===== config.mk =====
export PLATFORM = sky130hd
export DESIGN_NAME = mfe_lcd_text_sequencer
export DESIGN_NICKNAME = d
export VERILOG_FILES = /design/src/rtl/mfe_lcd_pkg.sv /design/src/rtl/mfe_lcd_text_buf.sv /design/src/rtl/mfe_lcd_text_sequencer.sv
export SDC_FILE = /design/constraint.sdc
export NUM_CORES = 1
export LEC_CHECK = 0
export CAP_MARGIN = 20
export CORE_MARGIN = 2
export CORE_UTILIZATION = 43
export CTS_CLUSTER_SIZE = 20
export DETAILED_ROUTE_END_ITERATION = 10
export PLACE_DENSITY = 0.68
export SYNTH_ARGS = -nofsm -noshare
export SYNTH_HDL_FRONTEND = slang
export SYNTH_HIERARCHICAL = 1
export SYNTH_SLANG_ARGS = --single-unit

===== constraint.sdc =====
create_clock -name clk -period 3.1 [get_ports clk]
set_input_delay 0.93 -clock clk [delete_from_list [all_inputs] [get_ports clk]]
set_output_delay 0.93 -clock clk [all_outputs]
set_load 0.02 [all_outputs]

===== src/rtl/mfe_lcd_pkg.sv =====
// Shared constants, beat payload and FSM encoding for the LCD text sequencer.
package mfe_lcd_pkg;

  localparam logic [7:0] CMD_SET_DDRAM = 8'h80;
  localparam logic [7:0] CHAR_SPACE    = 8'h20;

  // DDRAM start address of each display row, indexed by row number
  localparam logic [3:0][7:0] ROW_BASE = {8'h54, 8'h14, 8'h40, 8'h00};

  typedef enum logic [1:0] {
    ST_IDLE = 2'd0,
    ST_ADDR = 2'd1,
    ST_CHAR = 2'd2,
    ST_DONE = 2'd3
  } state_e;

  typedef struct packed {
    logic       cmd;
    logic [7:0] dat;
  } beat_t;

  function automatic logic [7:0] addr_cmd(input logic [1:0] row);
    return CMD_SET_DDRAM | ROW_BASE[row];
  endfunction

endpackage


===== src/rtl/mfe_lcd_text_buf.sv =====
// ROWS x COLS character store: one write port, one async read port, resets to spaces.
module mfe_lcd_text_buf
  import mfe_lcd_pkg::*;
#(
  parameter int unsigned ROWS = 2,
  parameter int unsigned COLS = 16
) (
  input  logic       clk,
  input  logic       rst_n,
  input  logic       wr_en,
  input  logic [1:0] wr_row,
  input  logic [5:0] wr_col,
  input  logic [7:0] wr_data,
  input  logic [1:0] rd_row,
  input  logic [5:0] rd_col,
  output logic [7:0] rd_data_c
);

  localparam int unsigned DEPTH = ROWS * COLS;
  localparam int unsigned AW    = $clog2(DEPTH);

  function automatic logic [AW-1:0] idx(input logic [1:0] r, input logic [5:0] c);
    return AW'(32'(r) * COLS + 32'(c));
  endfunction

  logic [7:0] mem_q [DEPTH];
  logic [7:0] mem_d [DEPTH];

  // Caller only asserts wr_en for in-range coordinates
  always_comb begin
    mem_d = mem_q;
    if (wr_en) mem_d[idx(wr_row, wr_col)] = wr_data;
  end

  always_ff @(posedge clk or negedge rst_n) begin
    if (!rst_n) begin
      for (int unsigned i = 0; i < DEPTH; i++) mem_q[i] <= CHAR_SPACE;
    end else begin
      mem_q <= mem_d;
    end
  end

  assign rd_data_c = mem_q[idx(rd_row, rd_col)];

endmodule


===== src/rtl/mfe_lcd_text_sequencer.sv =====
// Streams the text buffer to an LCD controller wrapper as address-set commands and characters.
module mfe_lcd_text_sequencer
  import mfe_lcd_pkg::*;
#(
  parameter int unsigned ROWS         = 2,
  parameter int unsigned COLS         = 16,
  parameter int unsigned AUTO_REFRESH = 0
) (
  input  logic       clk,
  input  logic       rst_n,
  input  logic       wr_en,
  input  logic [1:0] wr_row,
  input  logic [5:0] wr_col,
  input  logic [7:0] wr_data,
  input  logic       update,
  input  logic       ready,
  output logic [7:0] dat,
  output logic       cmd,
  output logic       vld,
  output logic       busy,
  output logic       frame_done
);

  localparam logic [1:0] LAST_ROW = 2'(ROWS - 1);
  localparam logic [5:0] LAST_COL = 6'(COLS - 1);

  state_e     state_q, state_d;
  logic [1:0] row_q, row_d;
  logic [5:0] col_q, col_d;
  logic       pending_q, pending_d;
  beat_t      beat_q, beat_d;
  logic       vld_q, vld_d;
  logic       busy_q, busy_d;
  logic       frame_done_q, frame_done_d;

  logic       wr_ok_c, req_c, accept_c;
  logic [1:0] rd_row_c;
  logic [5:0] rd_col_c;
  logic [7:0] rd_data_c, char_c;

  assign wr_ok_c  = wr_en && (32'(wr_row) < ROWS) && (32'(wr_col) < COLS);
  assign req_c    = update || ((AUTO_REFRESH != 0) && wr_ok_c);
  assign accept_c = vld_q && ready;

  // Position of the character loaded on the next acceptance
  always_comb begin
    rd_row_c = row_q;
    rd_col_c = (state_q == ST_ADDR) ? 6'd0 : col_q + 6'd1;
  end

  mfe_lcd_text_buf #(
    .ROWS (ROWS),
    .COLS (COLS)
  ) u_text_buf (
    .clk       (clk),
    .rst_n     (rst_n),
    .wr_en     (wr_ok_c),
    .wr_row    (wr_row),
    .wr_col    (wr_col),
    .wr_data   (wr_data),
    .rd_row    (rd_row_c),
    .rd_col    (rd_col_c),
    .rd_data_c (rd_data_c)
  );

  // Forward a same-cycle write so the frame never shows a stale character
  assign char_c = (wr_ok_c && (wr_row == rd_row_c) && (wr_col == rd_col_c)) ? wr_data : rd_data_c;

  always_comb begin
    state_d      = state_q;
    row_d        = row_q;
    col_d        = col_q;
    pending_d    = pending_q;
    beat_d       = beat_q;
    vld_d        = vld_q;
    frame_done_d = 1'b0;

    if ((state_q != ST_IDLE) && req_c) pending_d = 1'b1;

    case (state_q)
      ST_IDLE: begin
        if (req_c || pending_q) begin
          state_d   = ST_ADDR;
          row_d     = 2'd0;
          col_d     = 6'd0;
          pending_d = 1'b0;
          vld_d     = 1'b1;
          beat_d    = '{cmd: 1'b1, dat: addr_cmd(2'd0)};
        end
      end
      ST_ADDR: begin
        if (accept_c) begin
          state_d = ST_CHAR;
          beat_d  = '{cmd: 1'b0, dat: char_c};
        end
      end
      ST_CHAR: begin
        if (accept_c) begin
          if (col_q == LAST_COL) begin
            col_d = 6'd0;
            if (row_q == LAST_ROW) begin
              state_d      = ST_DONE;
              vld_d        = 1'b0;
              frame_done_d = 1'b1;
            end else begin
              state_d = ST_ADDR;
              row_d   = row_q + 2'd1;
              beat_d  = '{cmd: 1'b1, dat: addr_cmd(row_q + 2'd1)};
            end
          end else begin
            col_d  = col_q + 6'd1;
            beat_d = '{cmd: 1'b0, dat: char_c};
          end
        end
      end
      ST_DONE: state_d = ST_IDLE;
      default: state_d = ST_IDLE;
    endcase

    busy_d = (state_d != ST_IDLE);
  end

  always_ff @(posedge clk or negedge rst_n) begin
    if (!rst_n) begin
      state_q      <= ST_IDLE;
      row_q        <= 2'd0;
      col_q        <= 6'd0;
      pending_q    <= 1'b0;
      beat_q       <= '{cmd: 1'b0, dat: CHAR_SPACE};
      vld_q        <= 1'b0;
      busy_q       <= 1'b0;
      frame_done_q <= 1'b0;
    end else begin
      state_q      <= state_d;
      row_q        <= row_d;
      col_q        <= col_d;
      pending_q    <= pending_d;
      beat_q       <= beat_d;
      vld_q        <= vld_d;
      busy_q       <= busy_d;
      frame_done_q <= frame_done_d;
    end
  end

  assign dat        = beat_q.dat;
  assign cmd        = beat_q.cmd;
  assign vld        = vld_q;
  assign busy       = busy_q;
  assign frame_done = frame_done_q;

endmodule


==> PnR_summary.wiki, run 1 <==
{| class="wikitable"
! Metric !! Value
|-
| Tmin final || 2979 ps
|-
| Count of buffers added by post-CTS timing repair for setup || 0
|-
| Core outline area || around 31000 um2
|-
| Maximum capacitance violations || 0
|-
| Clock tree from TritonCTS || done
|-
| Total die area || ~32000 um2
|-
| Number of instances in the synthesized netlist || 910
|-
| Yosys Warn Count || 6
|-
| Setup Viol. Count Final || 0
|-
| Part of the cycle the worst path needs || 96.09%
|-
| Clock tree root buffer cell || sky130_fd_sc_hd__clkbuf_16
|-
| Vias per inst || around 5.7
|-
| Number of buffers added by the clock tree synthesis step || 31
|-
| Final sum of negative setup slack || 0 ps
|-
| Initial core utilization || a little over two fifths
|-
| Cell row count || 64
|-
| Maximum number of buffers from clock root to sink || 3
|-
| Count of cell types in the netlist || 53
|-
| Type of the most critical hold path || input pin to async pin
|-
| Synthesized Nets || 937
|-
| Total power per unit cell area || a little over 500 nW/um2
|-
| Fin util || 52.51%
|-
| Number of buffer and inverter stages on the critical path || 1
|-
| Max Clk Rate || roughly 0.34 GHz
|-
| Share of final-layout standard cells stronger than drive strength 1 || 52.60%
|-
| Compound-Gate Fraction of Synth Area || under 10%
|-
| Synth Area in XOR/XNOR || 0.5918%
|-
| RSZ-0062 raised after global routing || false
|-
| Cts repair resizes || 0
|-
| Placed Cells || 1378
|-
| Fraction of the mapped netlist area in adder cells || 0.5636%
|-
| Non-filler cells in the finished layout || roughly 1400
|-
| Worst path most repeated cell || sky130_fd_sc_hd__o311ai_1
|-
| Kind of cell adding the most delay to the critical path || simple AND/OR/NAND/NOR gates
|-
| Critical Path AT || 3430 ps
|-
| Relative slew margins || roughly 58%
|-
| Number of vias in the routed layout || 8122
|-
| Post-cts hold buffer count || 0
|-
| Leading cell type in the layout, fill and taps excluded || sky130_fd_sc_hd__mux2_2
|-
| Seq cells post-synth || 279
|-
| Die X || between 150 and 200 um
|-
| Inserted Diodes || 0
|-
| Layout Nets || roughly 1000
|-
| Sinks on the clock net || 279
|-
| Highest ir drop seen on vdd || 0.0004463 V
|-
| Portion of the post-synthesis area used by sequential elements || 52.72%
|-
| Chip height || 180.0 um
|-
| Maximum number of pins on one net before global-route repair || slightly below 70
|-
| Overall global routing resource usage || between 10% and 20%
|-
| Average footprint of a synthesized cell || about 15 um2
|-
| Maximum clock skew at final layout || 14.76 ps
|-
| Detail-routed net length per standard cell || 21.68 um
|-
| Most frequent cells in the layout || sky130_fd_sc_hd__mux2_2, sky130_fd_sc_hd__dfrtp_1, sky130_fd_sc_hd__buf_4
|-
| Final WL || 31.09 mm
|-
| Total gr overflow || 0
|-
| I/O pin count || 33
|-
| Worst-Margin Slew || slightly above 600 ps
|-
| Number of remaining DRC errors || 0
|-
| Count of flip-flops with a built-in enable after synthesis || 0
|-
| Clk pin slew, worst setup/hold paths || around 60 ps
|-
| Proportion of synthesized flip-flops having asynchronous set or reset || 100.0%
|-
| Startpoint types || input pin
|-
| Reg-to-Reg Start || state_q[1]
|-
| Static leakage || 0.007301 uW
|-
| Clock Latency Late Sink || approximately 560 ps
|-
| Area of the mapped netlist || approximately 13000 um2
|-
| Routability congestion estimate from global placement || 0.8758
|-
| Worst-path cell chain || clkdlybuf4s50_1 > nor4b_4 > o311ai_1 > or3b_1 > or4_4 > or4b_1 > o311ai_1
|-
| Antenna viol nets, final || 0
|-
| Detail Placement HPWL || ~21 mm
|-
| Final hold violation count || 0
|-
| Number of port buffers || 32
|-
| Biggest fanout along the worst timing path || 5
|-
| H-tree levels || 1
|-
| Main combinational cell family by area after synthesis || multiplexers
|-
| Startpoint-to-endpoint class of the critical path || input pin to flip-flop
|-
| R2R setup slack || 120 ps
|-
| Slowest cell on the critical path || sky130_fd_sc_hd__or4_4
|-
| Initial antenna violation count || 0
|-
| Count of final max-slew check failures || 0
|-
| Outcome || complete, no violations
|-
| 1st-iter DRT viols || 463
|-
| Portion of netlist area occupied by mux cells || 35.10%
|-
| Simple-gate share of the synthesized area || 5.232%
|-
| Setup crit start || wr_row[1]
|-
| Top FF cell, synth || sky130_fd_sc_hd__dfrtp_1
|-
| Area growth, synth to finish || 20.26%
|-
| Global-route wire length before repair || about 50 mm
|-
| Required time at the worst-slack endpoint || about 3600 ps
|-
| Delay of the slowest critical-path stage || 530 ps
|-
| Vias in the first global route || 8620
|-
| DR pass1 iterations || 4
|-
| Capturing element type of the critical path || flip-flop
|}
[state kept, by name, summed over array words and instances (netlist names)]
signal / cells
vld: 1
dat: 8
cmd: 1
frame_done: 1
pending_q: 1
rd_row_c: 2
u_text_buf/mem_q: 256
col_q: 6
state_q: 2
busy: 1
[worst register-to-register path, stage by stage, from the launching register on]
cell and delay (ps):
sky130_fd_sc_hd__dfrtp_1 390, sky130_fd_sc_hd__inv_1 90, sky130_fd_sc_hd__ha_1 310, sky130_fd_sc_hd__nor2_4 190, sky130_fd_sc_hd__buf_12 240, sky130_fd_sc_hd__buf_4 210, sky130_fd_sc_hd__mux4_2 490, sky130_fd_sc_hd__mux2_2 290
sky130_fd_sc_hd__o22ai_1 320, sky130_fd_sc_hd__a221oi_1 90, sky130_fd_sc_hd__inv_1 90, sky130_fd_sc_hd__o311ai_0 130
[cell families (layout without fill, tap and decap cells)]
family | Yosys count | after routing
adder cells (fa/ha/maj) | 6 | 6
AND/OR/NAND/NOR | 126 | 126
multiplexers | 353 | 353
AO/OA/AOI/OAI | 71 | 71
buffers and inverters | 66 | 194
XOR/XNOR | 9 | 9
flip-flops | 279 | 279
[stage by stage]
stage          cell area, um2  setup WS (ps)  hold WS (ps)  total power [uW]
6_report                16020          121.2         336.0              8100
3_3_place_gp            14990         -393.7         481.9              4487
3_5_place_dp            14990         -424.8         487.7              4512
5_1_grt                 16020          15.26         365.0              8399
2_1_floorplan           13320          215.7         464.6              4251
4_1_cts                 16010          141.1         350.8              8174
[power by group]
part	total, uW	switching [uW]	internal (uW)
logic	528	264	264
registers	3920	82.5	3830
clock network	3650	1450	2200
[cells in the mapped netlist (3+ instances only)]
cell / number / share of area [%]
sky130_fd_sc_hd__a21o_1: 3 / 0.17
sky130_fd_sc_hd__nor2_1: 20 / 0.56
sky130_fd_sc_hd__o22ai_1: 9 / 0.42
sky130_fd_sc_hd__nor2b_1: 4 / 0.19
sky130_fd_sc_hd__mux2_2: 273 / 23
sky130_fd_sc_hd__buf_2: 5 / 0.19
sky130_fd_sc_hd__nor2_2: 20 / 0.94
sky130_fd_sc_hd__ha_1: 6 / 0.56
sky130_fd_sc_hd__clkbuf_1: 39 / 1.1
sky130_fd_sc_hd__nor4_1: 3 / 0.14
sky130_fd_sc_hd__nand4_1: 5 / 0.23
sky130_fd_sc_hd__nand3_1: 14 / 0.53
sky130_fd_sc_hd__a21oi_1: 11 / 0.41
sky130_fd_sc_hd__o21ai_0: 12 / 0.45
sky130_fd_sc_hd__xor2_1: 4 / 0.26
sky130_fd_sc_hd__dfstp_2: 33 / 6.5
sky130_fd_sc_hd__o21bai_1: 3 / 0.17
sky130_fd_sc_hd__nor3_1: 7 / 0.26
sky130_fd_sc_hd__a31oi_1: 3 / 0.14
sky130_fd_sc_hd__nand2_1: 30 / 0.85
sky130_fd_sc_hd__xnor2_1: 5 / 0.33
sky130_fd_sc_hd__nand2b_1: 6 / 0.28
sky130_fd_sc_hd__o211ai_1: 5 / 0.28
sky130_fd_sc_hd__mux2i_1: 16 / 1.2
sky130_fd_sc_hd__o311ai_1: 3 / 0.20
sky130_fd_sc_hd__mux4_2: 64 / 11
sky130_fd_sc_hd__o31ai_1: 4 / 0.23
sky130_fd_sc_hd__buf_4: 6 / 0.34
sky130_fd_sc_hd__dfrtp_1: 246 / 46
sky130_fd_sc_hd__buf_1: 3 / 0.085
sky130_fd_sc_hd__a221oi_1: 9 / 0.59
sky130_fd_sc_hd__inv_1: 11 / 0.31
[metal layers]
metal | vias up | track usage [%] | wire length [um]
met5 | - | 0 | 0
met4 | 0 | 5.073 | 682
li1 | 3623 | - | -
met2 | 157 | 31.92 | 14780
met3 | 47 | 2.796 | 1148
met1 | 4295 | 27.72 | 14480
[final cells by class]
class	instances	area, um2
sequential	279	7023
fill	2520	14490
timing repair buffer	127	1401
inverter	11	41.29
clock buffer	44	874.6
multi-input combinational	565	6038
tap	396	495.5
clock inverter	12	145.1
[worst paths after layout]
| path | cells past startpoint | end |
|---|---|---|
| worst max-delay path | 7 | dat[4] |
| worst min-delay path | 1 | u_text_buf/mem_q[239] |
| worst max register to register | 11 | dat[6] |
| worst min register to register | 1 | u_text_buf/mem_q[198] |
| max in group asynchronous | 2 | dat[5] |
| min in group clk | 1 | u_text_buf/mem_q[198] |
No activity file was read; power rests on OpenSTA's default activity.
==> inputs of run 2 (changes only) <==
--- a/config.mk
+++ b/config.mk
@@ -10,6 +10,7 @@
 export CORE_UTILIZATION = 43
 export CTS_CLUSTER_SIZE = 20
 export DETAILED_ROUTE_END_ITERATION = 10
+export GPL_ROUTABILITY_DRIVEN = 0
 export PLACE_DENSITY = 0.68
 export SYNTH_ARGS = -nofsm -noshare
 export SYNTH_HDL_FRONTEND = slang
==> constraint.sdc (replaced) <==
create_clock -name clk -period 3 [get_ports clk]
set_input_delay 0.9 -clock clk [delete_from_list [all_inputs] [get_ports clk]]
set_output_delay 0.9 -clock clk [all_outputs]
set_load 0.02 [all_outputs]
==> run 2 against run 1 <==
  * Critical path depth increased by 4
  * Worst setup slack improved by 1.3 ps
  * Largest power group unchanged
  * Global-route usage decreased by 0.14 points
  * Non-clock buffer count increased by 10
  * Critical endpoint is now dat[1]
  * Die area unchanged
  * Sequential share of layout area decreased by 0.46 points
==> PnR_summary.wiki, run 2 (synthesized netlist as in run 1, its figures left out) <==
{| class="wikitable"
! Metric !! Value
|-
| Outcome || complete, no violations (unchanged)
|-
| Depth of the worst register-to-register path || 11 (unchanged)
|-
| Clock tree root buffer cell || sky130_fd_sc_hd__clkbuf_16 (unchanged)
|-
| Static leakage || 0.007385 uW (was 0.007301 uW)
|-
| Area growth, synth to finish || 21.55% (was 20.26%)
|-
| Startpoint types || flip-flop (was input pin)
|-
| Layout Nets || 1052 (was 1042)
|-
| Maximum number of buffers from clock root to sink || 3 (unchanged)
|-
| Chip height || 180.0 um (unchanged)
|-
| Relative slew margins || 58.31% (was 58.49%)
|-
| Overall global routing resource usage || 19.44% (was 19.58%)
|-
| Sinks on the clock net || 279 (unchanged)
|-
| Number of vias in the routed layout || 8180 (was 8122)
|-
| Vias per inst || 5.657 (was 5.664)
|-
| Most frequent cells in the layout || sky130_fd_sc_hd__mux2_2, sky130_fd_sc_hd__dfrtp_1, sky130_fd_sc_hd__buf_4 (unchanged)
|-
| Number of port buffers || 32 (unchanged)
|-
| Antenna viol nets, final || 0 (unchanged)
|-
| Biggest fanout along the worst timing path || 12 (was 5)
|-
| Global-route met1 utilization || 28.40% (was 27.72%)
|-
| Worst-Margin Slew || 620.6 ps (was 617.9 ps)
|-
| H-tree levels || 1 (unchanged)
|-
| Part of the cycle the worst path needs || 95.92%
|-
| Count of final max-slew check failures || 0 (unchanged)
|-
| M2 GR Usage || 31.03% (was 31.92%)
|-
| Capturing element type of the critical path || flip-flop (unchanged)
|-
| Final WL || 30.88 mm (was 31.09 mm)
|-
| Worst reg2reg path endpoint || dat[1] (was dat[6])
|-
| Count of buffers added by post-CTS timing repair for setup || 0 (unchanged)
|-
| Total gr overflow || 0 (unchanged)
|-
| Startpoint-to-endpoint class of the critical path || flip-flop to flip-flop (was input pin to flip-flop)
|-
| Die X || 180.0 um (unchanged)
|-
| Clock tree from TritonCTS || done (unchanged)
|-
| Type of the most critical hold path || input pin to async pin (unchanged)
|-
| Inserted Diodes || 0 (unchanged)
|-
| Core outline area || 30510 um2 (unchanged)
|-
| Routing usage on met3 || 2.512% (was 2.796%)
|-
| 1st-iter DRT viols || 492 (was 463)
|-
| Most Used Layer, Global Route || met2 (unchanged)
|-
| Cell row count || 64 (unchanged)
|-
| Flip-flop count of the largest register after layout || 256 (unchanged)
|-
| Highest ir drop seen on vdd || 0.0004378 V (was 0.0004463 V)
|-
| Vias in the first global route || 8568 (was 8620)
|-
| R2R setup slack || 120 ps (about the same)
|-
| Total die area || 32400 um2 (unchanged)
|-
| Total power per unit cell area || 519.8 nW/um2 (was 505.6 nW/um2)
|-
| Leading cell type in the layout, fill and taps excluded || sky130_fd_sc_hd__mux2_2 (unchanged)
|-
| Required time at the worst-slack endpoint || 3440 ps (was 3550 ps)
|-
| DR pass1 iterations || 5 (was 4)
|-
| Clock Latency Late Sink || 550 ps (was 560 ps)
|-
| Tmin final || approximately 2900 ps
|-
| Initial core utilization || 43.66% (unchanged)
|-
| Final hold violation count || 0 (unchanged)
|-
| I/O pin count || 33 (unchanged)
|-
| Critical Path AT || 3310 ps (was 3430 ps)
|-
| Maximum clock skew at final layout || 9.869 ps (was 14.76 ps)
|-
| Final sum of negative setup slack || 0 ps (unchanged)
|-
| Maximum number of pins on one net before global-route repair || 69 (unchanged)
|-
| Setup Viol. Count Final || 0 (unchanged)
|-
| Reg-to-Reg Start || col_q[1] (was state_q[1])
|-
| Detail-routed net length per standard cell || 21.36 um (was 21.68 um)
|-
| Global-route wire length before repair || 49.63 mm (was 50.11 mm)
|-
| Initial antenna violation count || 0 (unchanged)
|-
| Non-filler cells in the finished layout || 1446 (was 1434)
|-
| Share of final-layout standard cells stronger than drive strength 1 || 53.24% (was 52.60%)
|-
| Placed Cells || 1388 (was 1378)
|-
| Number of remaining DRC errors || 0 (unchanged)
|-
| Number of buffers added by the clock tree synthesis step || 31 (unchanged)
|-
| Clk pin slew, worst setup/hold paths || 60 ps (about the same)
|-
| Max Clk Rate || about 0.35 GHz
|-
| RSZ-0062 raised after global routing || false (unchanged)
|-
| Register ranked first by flip-flop count || u_text_buf/mem_q (unchanged)
|-
| Detail Placement HPWL || 20.67 mm (was 20.75 mm)
|-
| Maximum capacitance violations || 0 (unchanged)
|}
-- run 2: changes by cell type in the layout (fill, tap and decap cells not counted), sizes merged --
| cell | previous run | this run |
|---|---|---|
| clkinv | 7 | 4 |
| inv | 12 | 13 |
| bufinv | 3 | 2 |
| clkbuf | 44 | 49 |
| buf | 96 | 106 |
-- run 2: per-layer routing --
metal | up-vias | part of all wire [%]
met1 | 4320 | 47
li1 | 3639 | -
met3 | 41 | 4.0
met2 | 180 | 47
met4 | 0 | 2.1
met5 | - | 0
-- run 2: stage by stage --
stage / cell area (um2) / util [%] / worst slack (ps) / hold slack (ps) / power [uW]
detailed placement: 15130 / 49.59 / -494.6 / 487.4 / 4661
finish: 16190 / 53.07 / 122.5 / 294.8 / 8416
global route: 16190 / 53.07 / 17.33 / 319.7 / 8715
CTS: 16170 / 53.01 / 18.54 / 298.7 / 8494
global placement: 15130 / 49.59 / -456.6 / 482.2 / 4638
floorplan: 13320 / - / 135.6 / 464.6 / 4393
-- run 2: worst max-delay path by stage --
stage / start / end / slack [ps]
final: col_q[1] / dat[1] / 120
after floorplan: state_q[1] / dat[6] / 140
after CTS: state_q[0] / dat[2] / 20
after global placement: wr_col[5] / dat[4] / -460
after detailed placement: wr_col[5] / dat[2] / -490
after global routing: col_q[1] / dat[6] / 20
-- run 2: critical path: stages, from the launching register on --
cell,delay [ps]
sky130_fd_sc_hd__dfrtp_1,410
sky130_fd_sc_hd__ha_1,300
sky130_fd_sc_hd__inv_1,90
sky130_fd_sc_hd__nor2_4,180
sky130_fd_sc_hd__buf_12,200
sky130_fd_sc_hd__buf_4,190
sky130_fd_sc_hd__mux4_2,490
sky130_fd_sc_hd__mux2_2,280
sky130_fd_sc_hd__o22ai_1,320
sky130_fd_sc_hd__a221oi_1,100
sky130_fd_sc_hd__nand2_1,90
sky130_fd_sc_hd__o211ai_1,70
-- run 2: power by group --
group	total, uW	internal [uW]	switching, uW
Sequential	4050	3960	85.2
Clock	3820	2300	1520
Combinational	545	275	270
-- run 2: final cells by class --
cell class	count	area, um2
Clock inverter	9	107.6
Multi-Input combinational cell	565	6047
Clock buffer	49	933.4
Inverter	11	41.29
Fill cell	2494	14320
Sequential cell	279	7023
Tap cell	396	495.5
Timing Repair Buffer	137	1543
-- run 2: what timing repair did --
action                                 in CTS  in global routing
gates resized for setup                     0                  4
setup endpoints to repair                   0                  6
hold buffers                                0                  0
endpoints found under the hold margin       0                  0
